### src/rtl/wb_sdr_arbiter.sv
`default_nettype none
// wb_sdr_arbiter (rev 1.0): round-robin Wishbone arbiter for the sdrc_top slave port.
// A grant spans a whole cyc tenure. An idle-stall watchdog reclaims the port.
module wb_sdr_arbiter #(
    parameter int NUM_M    = 4,
    parameter int APP_AW   = 26,
    parameter int DW       = 32,
    parameter int BW       = 4,
    parameter int IDLE_MAX = 16
) (
    input  logic                  sys_clk,
    input  logic                  resetn,
    input  logic [NUM_M-1:0]      m_cyc_i,
    input  logic [NUM_M-1:0]      m_stb_i,
    input  logic [NUM_M-1:0]      m_we_i,
    input  logic [NUM_M*APP_AW-1:0] m_addr_i,
    input  logic [NUM_M*DW-1:0]   m_dat_i,
    input  logic [NUM_M*BW-1:0]   m_sel_i,
    input  logic [NUM_M*3-1:0]    m_cti_i,
    output logic [DW-1:0]         m_dat_o,
    output logic [NUM_M-1:0]      m_ack_o,
    output logic [NUM_M-1:0]      m_err_o,
    output logic                  s_cyc_o,
    output logic                  s_stb_o,
    output logic                  s_we_o,
    output logic [APP_AW-1:0]     s_addr_o,
    output logic [DW-1:0]         s_dat_o,
    output logic [BW-1:0]         s_sel_o,
    output logic [2:0]            s_cti_o,
    input  logic [DW-1:0]         s_dat_i,
    input  logic                  s_ack_i,
    output logic [NUM_M-1:0]      grant_o,
    output logic                  busy_o
);

    localparam int IW = (NUM_M > 1) ? $clog2(NUM_M) : 1;

    typedef enum logic {
        IDLE = 1'b0,
        BUSY = 1'b1
    } state_t;

    state_t           state, state_nxt;
    logic [NUM_M-1:0] grant, grant_nxt;
    logic [NUM_M-1:0] lock, lock_nxt;
    logic [IW-1:0]    gidx, gidx_nxt;
    logic [IW-1:0]    ptr, ptr_nxt;
    logic [7:0]       wcnt, wcnt_nxt;

    logic [NUM_M-1:0] req;
    logic [IW:0]      scan;
    logic [IW-1:0]    sel;
    logic             sel_found;
    logic             g_cyc, g_stb;
    logic             stall, abort;

    assign req   = m_cyc_i & m_stb_i & ~lock;
    assign g_cyc = |(m_cyc_i & grant);
    assign g_stb = |(m_stb_i & grant);
    assign stall = (state == BUSY) && g_cyc && !g_stb && !s_ack_i;
    assign abort = stall && (wcnt == 8'(IDLE_MAX - 1));

    // Scan upward from ptr+1; the last candidate is ptr itself, so a lone
    // requester can be re-granted right after its own release.
    always_comb begin
        scan      = '0;
        sel       = ptr;
        sel_found = 1'b0;
        for (int i = 1; i <= NUM_M; i++) begin
            scan = {1'b0, ptr} + (IW+1)'(i);
            if (scan >= (IW+1)'(NUM_M))
                scan = scan - (IW+1)'(NUM_M);
            if (!sel_found && req[scan[IW-1:0]]) begin
                sel       = scan[IW-1:0];
                sel_found = 1'b1;
            end
        end
    end

    always_comb begin
        state_nxt = state;
        grant_nxt = grant;
        gidx_nxt  = gidx;
        ptr_nxt   = ptr;
        wcnt_nxt  = 8'd0;
        lock_nxt  = lock & m_cyc_i;
        case (state)
            IDLE: begin
                if (sel_found) begin
                    state_nxt = BUSY;
                    grant_nxt = {{(NUM_M-1){1'b0}}, 1'b1} << sel;
                    gidx_nxt  = sel;
                end
            end
            BUSY: begin
                if (!g_cyc) begin
                    state_nxt = IDLE;
                    grant_nxt = '0;
                    ptr_nxt   = gidx;
                end else if (abort) begin
                    state_nxt = IDLE;
                    grant_nxt = '0;
                    ptr_nxt   = gidx;
                    lock_nxt  = lock_nxt | grant;
                end else if (stall) begin
                    wcnt_nxt = (wcnt == 8'hFF) ? wcnt : wcnt + 8'd1;
                end
            end
            default: begin
                state_nxt = IDLE;
                grant_nxt = '0;
            end
        endcase
    end

    always_ff @(posedge sys_clk) begin
        if (!resetn) begin
            state <= IDLE;
            grant <= '0;
            lock  <= '0;
            gidx  <= '0;
            ptr   <= IW'(NUM_M - 1);
            wcnt  <= 8'd0;
        end else begin
            state <= state_nxt;
            grant <= grant_nxt;
            lock  <= lock_nxt;
            gidx  <= gidx_nxt;
            ptr   <= ptr_nxt;
            wcnt  <= wcnt_nxt;
        end
    end

    // Slave-side mux and master-side routing; everything is quiet outside BUSY.
    always_comb begin
        s_cyc_o  = 1'b0;
        s_stb_o  = 1'b0;
        s_we_o   = 1'b0;
        s_addr_o = '0;
        s_dat_o  = '0;
        s_sel_o  = '0;
        s_cti_o  = 3'b000;
        m_ack_o  = '0;
        m_err_o  = '0;
        if (state == BUSY) begin
            s_cyc_o = g_cyc;
            s_stb_o = g_stb;
            for (int k = 0; k < NUM_M; k++) begin
                if (grant[k]) begin
                    s_we_o   = m_we_i[k];
                    s_addr_o = m_addr_i[k*APP_AW +: APP_AW];
                    s_dat_o  = m_dat_i[k*DW +: DW];
                    s_sel_o  = m_sel_i[k*BW +: BW];
                    s_cti_o  = m_cti_i[k*3 +: 3];
                end
            end
            m_ack_o = grant & {NUM_M{s_ack_i}};
            if (abort)
                m_err_o = grant;
        end
    end

    assign m_dat_o = s_dat_i;
    assign grant_o = grant;
    assign busy_o  = (state == BUSY);

endmodule
`default_nettype wire
### config.mk
export PLATFORM = sky130hd
export DESIGN_NAME = wb_sdr_arbiter
export DESIGN_NICKNAME = d
export VERILOG_FILES = /design/src/rtl/wb_sdr_arbiter.sv
export SDC_FILE = /design/constraint.sdc
export NUM_CORES = 1
export LEC_CHECK = 0
export CAP_MARGIN = 15
export CORE_AREA = 3 3 164 166
export DETAILED_ROUTE_END_ITERATION = 10
export DIE_AREA = 0 0 167 169
export SYNTH_ARGS = -nofsm -noshare
export SYNTH_HDL_FRONTEND = slang
export SYNTH_SLANG_ARGS = --single-unit
### constraint.sdc
create_clock -name sys_clk -period 5.2 [get_ports sys_clk]
set_input_delay 1.04 -clock sys_clk [delete_from_list [all_inputs] [get_ports sys_clk]]
set_output_delay 1.04 -clock sys_clk [all_outputs]
set_load 0.1 [all_outputs]
== Yosys cells after proc, flatten, opt, wreduce, memory -nomap -nowiden ==
Cells that the tools add are included.

* Flip-flop bits (word level): 21
* Bits of input ports: 307
* Word-level logic and storage cells: 122

* $add $sub $neg: 9
* Magnitude comparators: 8
* Eq/ne operators: 5
* Shift-type cells: 1
* Multiplexer cells: 63
* Bitwise gates (word level): 12
* Reductions and logical operators: 18

{| class="wikitable"
|+ Operator list
! kind !! count
|-
| $mux 32 || 5
|-
| $mux 26 || 5
|-
| $mux 4 || 14
|-
| $and 4x4->4 || 6
|-
| $mux 2 || 10
|-
| $mux 1 || 18
|-
| $mux 3 || 5
|-
| $ge 3x3->1 const B || 4
|-
| $lt 2x3->1 const B || 4
|-
| $add 8x1->8 const B || 1
|-
| $bmux 1 s2 || 4
|-
| $eq 8x4->1 const B || 1
|-
| $eq 8x8->1 const B || 1
|-
| $pmux 4 s2 || 1
|-
| $reduce_or 4->1 || 2
|-
| $sub 2x1->2 const B || 4
|-
| $logic_and 1x1->1 || 7
|-
| $add 2x2->3 const B || 2
|-
| $reduce_and 2->1 || 3
|-
| $logic_not 1->1 || 5
|-
| $reduce_or 5->1 || 1
|-
| $not 1->1 || 4
|-
| $not 4->4 || 1
|-
| $or 4x4->4 || 1
|-
| other kinds (7) || 7
|}

== Depth between registers and ports, before layout ==
Gate-level depths: netlist of run 1.

* Depth after elaboration: 18
* Mapped depth: 8
* Gate-level depth less buffers: 6

== Least setup slack after synthesis of run 1 ==
OpenSTA, ideal clock, no wires.

* Path kind: flip-flop to output port
* From: register grant[2] (netlist: grant_o[2])
* To: output port s_addr_o[0]
* Data arrival time: 3.266 ns
* Path slack: 0.894 ns
* Cell stages (with the launch flop): 8
* Cells stage by stage: dfxtp_1 buf_2 buf_2 clkbuf_1 a221oi_1 nor3_1 a21oi_1 nor2_1

* Longest elaborated chain between the ends: 3

{| class="wikitable"
|+ Ends and longest elaborated chain
! item !! RTL line !! text
|-
| start, declared || 44 || <nowiki>logic [NUM_M-1:0] grant, grant_nxt;</nowiki>
|-
| start signal, assigned || 126 || <nowiki>grant <= grant_nxt;</nowiki>
|-
| $mux 26 (2 in series) || 149 || <nowiki>if (grant[k]) begin</nowiki>
|-
| $mux 26 || 145 || <nowiki>if (state == BUSY) begin</nowiki>
|-
| end, declared || 26 || <nowiki>output logic [APP_AW-1:0] s_addr_o,</nowiki>
|}

Every way passes these cells.

== Worst setup path in the final report of run 1 ==
* From: input port m_stb_i[3]
* To: output port m_err_o[3]

* Longest elaborated chain between the ends: 8

{| class="wikitable"
|+ Ends and longest elaborated chain
! item !! RTL line !! text
|-
| start, declared || 14 || <nowiki>input logic [NUM_M-1:0] m_stb_i,</nowiki>
|-
| $and 4x4->4 || 59 || <nowiki>assign g_stb = |(m_stb_i & grant);</nowiki>
|-
| $reduce_or 4->1 || 59 ||
|-
| $logic_not 1->1 || 60 || <nowiki>assign stall = (state == BUSY) && g_cyc && !g_stb && !s_ack_i;</nowiki>
|-
| $logic_and 1x1->1 (2 in series) || 60 ||
|-
| $logic_and 1x1->1 || 61 || <nowiki>assign abort = stall && (wcnt == 8'(IDLE_MAX - 1));</nowiki>
|-
| $mux 4 || 158 || <nowiki>if (abort)</nowiki>
|-
| $mux 4 || 145 ||
|-
| end, declared || 22 || <nowiki>output logic [NUM_M-1:0] m_err_o,</nowiki>
|}

Every way passes these cells.

==> impl_results.md, run 1 <==
* Total congestion overflow at 0
* Final GP Congestion at 0.765
* RR Endpoint: wcnt[7]
* H-tree depth at 1
* CTS root buf: clkbuf_16
* Clock sink total at 21
* Top cells by count, synth: nor2b_1 (82), a21oi_1 (69), nor3_1 (68)
* CP required at 4160 ps
* Relative slew slack at 0.343
* CP Cell Sequence: clkdlybuf4s50_1 > a22oi_1 > nand3b_1 > nor4b_4 > and2_2 > buf_4
* # hold bufs at CTS at 0
* Total CTS buffers at 3
* Gate Count Post-Synth at 539
* Core footprint at 25800 um2
* Worst-Skew Late Latency at roughly 250 ps
* CP max stage cell: clkdlybuf4s50_1
* Synth Register Bits at 21
* Pins Over Slew Limit at 0
* Hold Path Class: reg2reg
* Hold Crit Depth at 2
* Ys Warns at 0
* Syn_nets at 847
* Die Y at 169 um
* Post-route minimum period at 3900 ps
* Global-route wire length before repair at 27800 um
* Status: finished clean
* Area grow syn2layout at 98.4%
* Crit Path Class: in2out
* Post-synth ARST share at 0
* # Post-CTS Setup Buffers at 0
* Worst-path maximum fanout at 8
* Seq/Total Area, Yosys at 0.119
* Dominant synthesized flop cell: dfxtp_1
* HPWL after DPL at 14800 um
* R2R setup slack at 2990 ps
* Nets at 1127
* Final Hold Fails at 0
* Row count at 59
* Distinct cells, synth at 43
* # port buffers at 355
* Remaining DRCs at 0
* Worst hold start: gidx[1]
* DR iter-0 viols at 278
* CTS tree: built
* Fin crit share at 0.750
* PostCTS Resize Cnt at 0
* Number of flops mapped to enable cells by yosys at 0
* Cell family contributing the most delay on the critical path: simple AND/OR/NAND/NOR gates
* Mean Syn Cell Area at roughly 6.5 um2
* Worst hold slack at 472 ps
* Via/cell ratio at ~4.5
* FF-to-FF path depth at 5
* Chip width at 167 um
* Initial Util at 0.137
* Count leader, synth: nor2b_1
* Die Area at 28200 um2
* Peak supply drop at 0.102 mV
* Routed Antenna Nets at 0
* Synth area leaders: a221oi_1 (16%), nor2b_1 (15%), dfxtp_1 (12%)
* Mapped cell area at around 3500 um2
* Buf/Inv on CP at 2
* CTS clk-pin slew, worst paths at 50 ps
* Hold Path End: ptr[1]
* Setup violators final at 0
* Ant diodes at 0
* RSZ-0062 raised after global routing: no
* Largest net degree at the start of global routing at 92
* Yosys top cell by area: a221oi_1
* Worst R2R Start: grant_o[3]
* Layout cell share with drive strength beyond 1 at 0.125
* Worst Path Arrival at ~2900 ps
* Endpoint class of the critical path: output port
* IO Count at 420
* Crit-path max cell delay at between 400 and 500 ps
* DR vias at roughly 5200
* Drt pass-1 iters at 5
* Max-cap violations at 0
* Setup crit start kind: primary input
* Wirelength per Cell at 16.5 um
* Max Buffers Root-to-Sink at 2
* Max frequency at 0.256 GHz
* WL final at 19000 um
* Worst Tran Pin Value at around 980 ps
* Initial antenna violation count at 0
* Vias in the first global route at 5114
* Leak pwr at 2.54 nW
* Synth top area share at 0.164
* TNS Setup at 0 ps
* Overall Global Routing Usage at 0.120
* Power Density at between 150 and 200 nW/um2
* Clock Skew at approximately 3.3 ps
-- worst min-delay path, cell delays in order (launching register included) --
cell     delay [ps]
dfxtp_1         320
mux2i_1          70
nand2_1          60
-- sequential cells by signal, summed over array words and instances, names as in the netlist --
signal / flops
busy_o: 1
gidx: 2
grant_o: 4
lock: 4
ptr: 2
wcnt: 8
-- routing by layer --
| layer | vias up | wire [um] | GRT usage |
|---|---|---|---|
| li1 | 2522 | - | - |
| met2 | 279 | 9090 | 0.209 |
| met1 | 2361 | 7880 | 0.152 |
| met3 | 30 | 1590 | 0.0276 |
| met5 | - | 0 | 0 |
| met4 | 0 | 412 | 0.0287 |
-- cell usage in the layout (no fill, tap or decap), types with 2 or more instances in the layout --
| cell type | instances |
|---|---|
| nor3b_1 | 2 |
| buf_4 | 82 |
| nand4_1 | 2 |
| a221oi_1 | 66 |
| nor2b_1 | 81 |
| clkbuf_16 | 3 |
| mux2i_1 | 5 |
| a21oi_1 | 69 |
| nand2_1 | 9 |
| o22ai_1 | 2 |
| dfxtp_1 | 18 |
| nand3_1 | 7 |
| dfxtp_4 | 2 |
| nor3_1 | 68 |
| and3_1 | 6 |
| a22oi_1 | 8 |
| nor2_1 | 65 |
| a31oi_1 | 2 |
| and3b_1 | 2 |
| and2_1 | 2 |
| clkdlybuf4s50_1 | 279 |
| o21ai_0 | 3 |
| nand3b_1 | 5 |
| o2bb2ai_1 | 5 |
| a211oi_1 | 2 |
| and2_2 | 4 |
-- through the flow --
stage | util | total power, mW | instances | setup slack [ps] | cell area, um2
floorplan | - | 0.946 | 539 | 894 | 3520
global placement | 0.268 | 1.20 | 1149 | 1330 | 6910
detailed placement | 0.268 | 1.21 | 1149 | 1310 | 6910
CTS | 0.271 | 1.37 | 1153 | 1300 | 6980
global route | 0.271 | 1.43 | 1153 | 1110 | 6980
finish | 0.271 | 1.36 | 1153 | 1300 | 6980
-- final cells by class --
cell class	count	area, um2
inverters	1	3.75
clock buffers	4	78.8
well taps	335	419
repair buffers	362	3430
multi-input cells	430	2630
flip-flops and latches	21	429
fillers	2830	18800
-- cell families (layout without fill, tap and decap cells) --
logic type,Yosys count,in the layout,share of synthesized area
flip-flops,21,21,0.119
AO/OA/AOI/OAI,160,160,0.318
buffers and inverters,88,367,0.137
AND/OR/NAND/NOR,262,262,0.403
multiplexers,5,5,0.0142
XOR/XNOR,2,2,0.00498
adder cells (fa/ha/maj),1,1,0.00355
-- where the power goes --
| part | internal, mW | switching [mW] | leakage (nW) |
|---|---|---|---|
| Sequential | 0.170 | 0.0579 | 0.173 |
| Combinational | 0.379 | 0.591 | 2.33 |
| Clock | 0.104 | 0.0538 | 0.0382 |
| Total | 0.653 | 0.703 | 2.54 |
-- worst max-delay path by stage --
stage / to / from / slack [ps] / depth (start not counted)
floorplan: s_addr_o[0] / grant_o[2] / 890 / 7
global placement: m_err_o[1] / m_stb_i[3] / 1330 / 6
detailed placement: m_err_o[3] / m_stb_i[3] / 1310 / 6
CTS: m_err_o[3] / m_stb_i[3] / 1300 / 6
global route: m_err_o[3] / m_stb_i[1] / 1110 / 6
finish: m_err_o[3] / m_stb_i[3] / 1300 / 6
(Power assumes the default switching activity.)
==> run 2: changes to the inputs <==
- clock period: 5.2 -> 3.7 ns (I/O delays scaled with it)
==> run 2 against run 1 <==
Wire length is 4.5% higher. Non-clock buffer count is 7 higher. Total power is 58% higher.
==> impl_results.md, run 2 (synthesized netlist as in run 1, its figures left out) <==
* Status: finished clean
* Total congestion overflow at 0
* Core Util, Final at 0.313
* Most flops, register: wcnt
* H-tree depth at 1
* Die Area at 28200 um2
* Worst Tran Pin Value at 801 ps
* FF-to-FF path depth at 5
* Global-route wire length before repair at 29300 um
* Crit-path max cell delay at 480 ps
* CTS root buf: clkbuf_16
* Final Hold Fails at 0
* Int Pwr at 1.08 mW
* # fillers at 2732
* DP Area at ~8000 um2
* Via/cell ratio at 4.50
* Met1 usage at 0.156
* Hold Crit Depth at 2
* Worst-path maximum fanout at 8
* TNS Setup at 0 ps
* Setup violators final at 0
* Drt pass-1 iters at 6
* Leak pwr at approximately 2.8 nW
* Remaining DRCs at 0
* IO Count at 420
* # port buffers at 355
* # Post-CTS Setup Buffers at 0
* Row count at a little under 60
* Nets at 1134
* Worst-Skew Late Latency at approximately 250 ps
* Routed Antenna Nets at 0
* CP required at 2960 ps
* Post-route minimum period at 3210 ps
* Peak supply drop at approximately 0.16 mV
* Area grow syn2layout at 129%
* P_sw at 1.06 mW
* Max frequency at 0.311 GHz
* Max FFs per register at 8
* Comb pwr share at 0.765
* CTS clk-pin slew, worst paths at 50 ps
* Max-cap violations at 0
* Seq pwr share at 0.130
* Initial Util at 0.137
* Core footprint at 25800 um2
* R2R setup slack at ~1600 ps
* Vias in the first global route at 5191
* Pins Over Slew Limit at 0
* Largest net degree at the start of global routing at 81
* Setup crit start kind: primary input
* Die Y at 169 um
* RSZ-0062 raised after global routing: no
* Met3 Usage GRT at 0.0350
* Max Buffers Root-to-Sink at 2
* Most common cell after layout, fill and taps aside: clkdlybuf4s50_1
* Sw Share at 0.496
* Worst Path Arrival at 2470 ps
* WL final at 19800 um
* Power Density at 266 nW/um2
* Grt peak-use layer: met2
* Initial antenna violation count at 2
* Clock sink total at 21
* Layout cell share with drive strength beyond 1 at 0.218
* Fin crit share at 0.868
* Overall Global Routing Usage at 0.128
* DR iter-0 viols at about 260
* HPWL after DPL at 15800 um
* Worst hold slack at 487 ps
* Crit Path Class: in2out
* PostCTS Resize Cnt at 0
* Clock power frac at 0.105
* Endpoint class of the critical path: output port
* Clock Skew at 0.904 ps
* Post-route cell area at 8070 um2
* DR vias at ~5200
* Chip width at 167 um
* Final GP Congestion at 0.774
* Ant diodes at 0
* CP Cell Sequence: clkdlybuf4s50_1 > a22oi_1 > nand3b_1 > nor4b_4 > buf_4 > and2_2 > buf_12
* Hold Path Class: reg2reg
* Total CTS buffers at 3
* Wirelength per Cell at 17.1 um
* Commonest cells after routing, fill and taps aside: clkdlybuf4s50_1 (274), nor2b_1 (71), buf_12 (71)
* Relative slew slack at 0.466
* # hold bufs at CTS at 0
* CTS tree: built
* CP max stage cell: clkdlybuf4s50_1
* Met2 GRT Util at 0.224
run 2: cell types whose count changed in the layout (fill, tap and decap cells not counted), sizes merged:
cell / before / now
inv: 1 / 0
buf: 83 / 95
clkinv: 0 / 1
clkdlybuf4s50: 279 / 274
run 2: area by class of cell:
type / instances / area, um2 / share of cell area
well taps: 335 / 419 / 0.0520
repair buffers: 369 / 4340 / 0.539
inverters: 1 / 5.00 / 0.000620
clock buffers: 4 / 78.8 / 0.00977
flip-flops and latches: 21 / 429 / 0.0532
multi-input cells: 430 / 2790 / 0.346
run 2: path summary, 6_finish.rpt:
path | endpoint | startpoint
setup / recovery | m_err_o[2] | m_stb_i[2]
hold / removal | ptr[1] | gidx[1]
setup reg to reg | grant_o[0] | grant_o[2]
hold reg to reg | ptr[1] | gidx[1]
run 2: per-layer routing:
metal  wire length [um]  vias to the layer above
li1                   -                     2537
met1               8060                     2395
met2               9680                      252
met3               1650                       32
met4                427                        2
met5                 13                        -
run 2: power groups by stage:
| stage | clock (mW) | combinational, mW | sequential, mW |
|---|---|---|---|
| 5_1_grt | 0.241 | 1.73 | 0.282 |
| 6_report | 0.226 | 1.64 | 0.278 |
| 4_1_cts | 0.233 | 1.65 | 0.278 |
| 2_1_floorplan | 0 | 1.09 | 0.291 |
| 3_3_place_gp | 0 | 1.64 | 0.281 |
| 3_5_place_dp | 0 | 1.65 | 0.282 |
run 2: critical path: cells and delay by family:
kind,cells,cell delay [ps]
buf+inv,3,860
compound gates,1,280
simple gates,3,590
run 2: stage by stage:
stage               cells  setup WS (ps)  power (mW)
floorplan             539            147        1.38
global placement     1156            494        1.92
detailed placement   1156            482        1.93
CTS                  1160            477        2.16
global route         1160            356        2.26
finish               1160            489        2.14
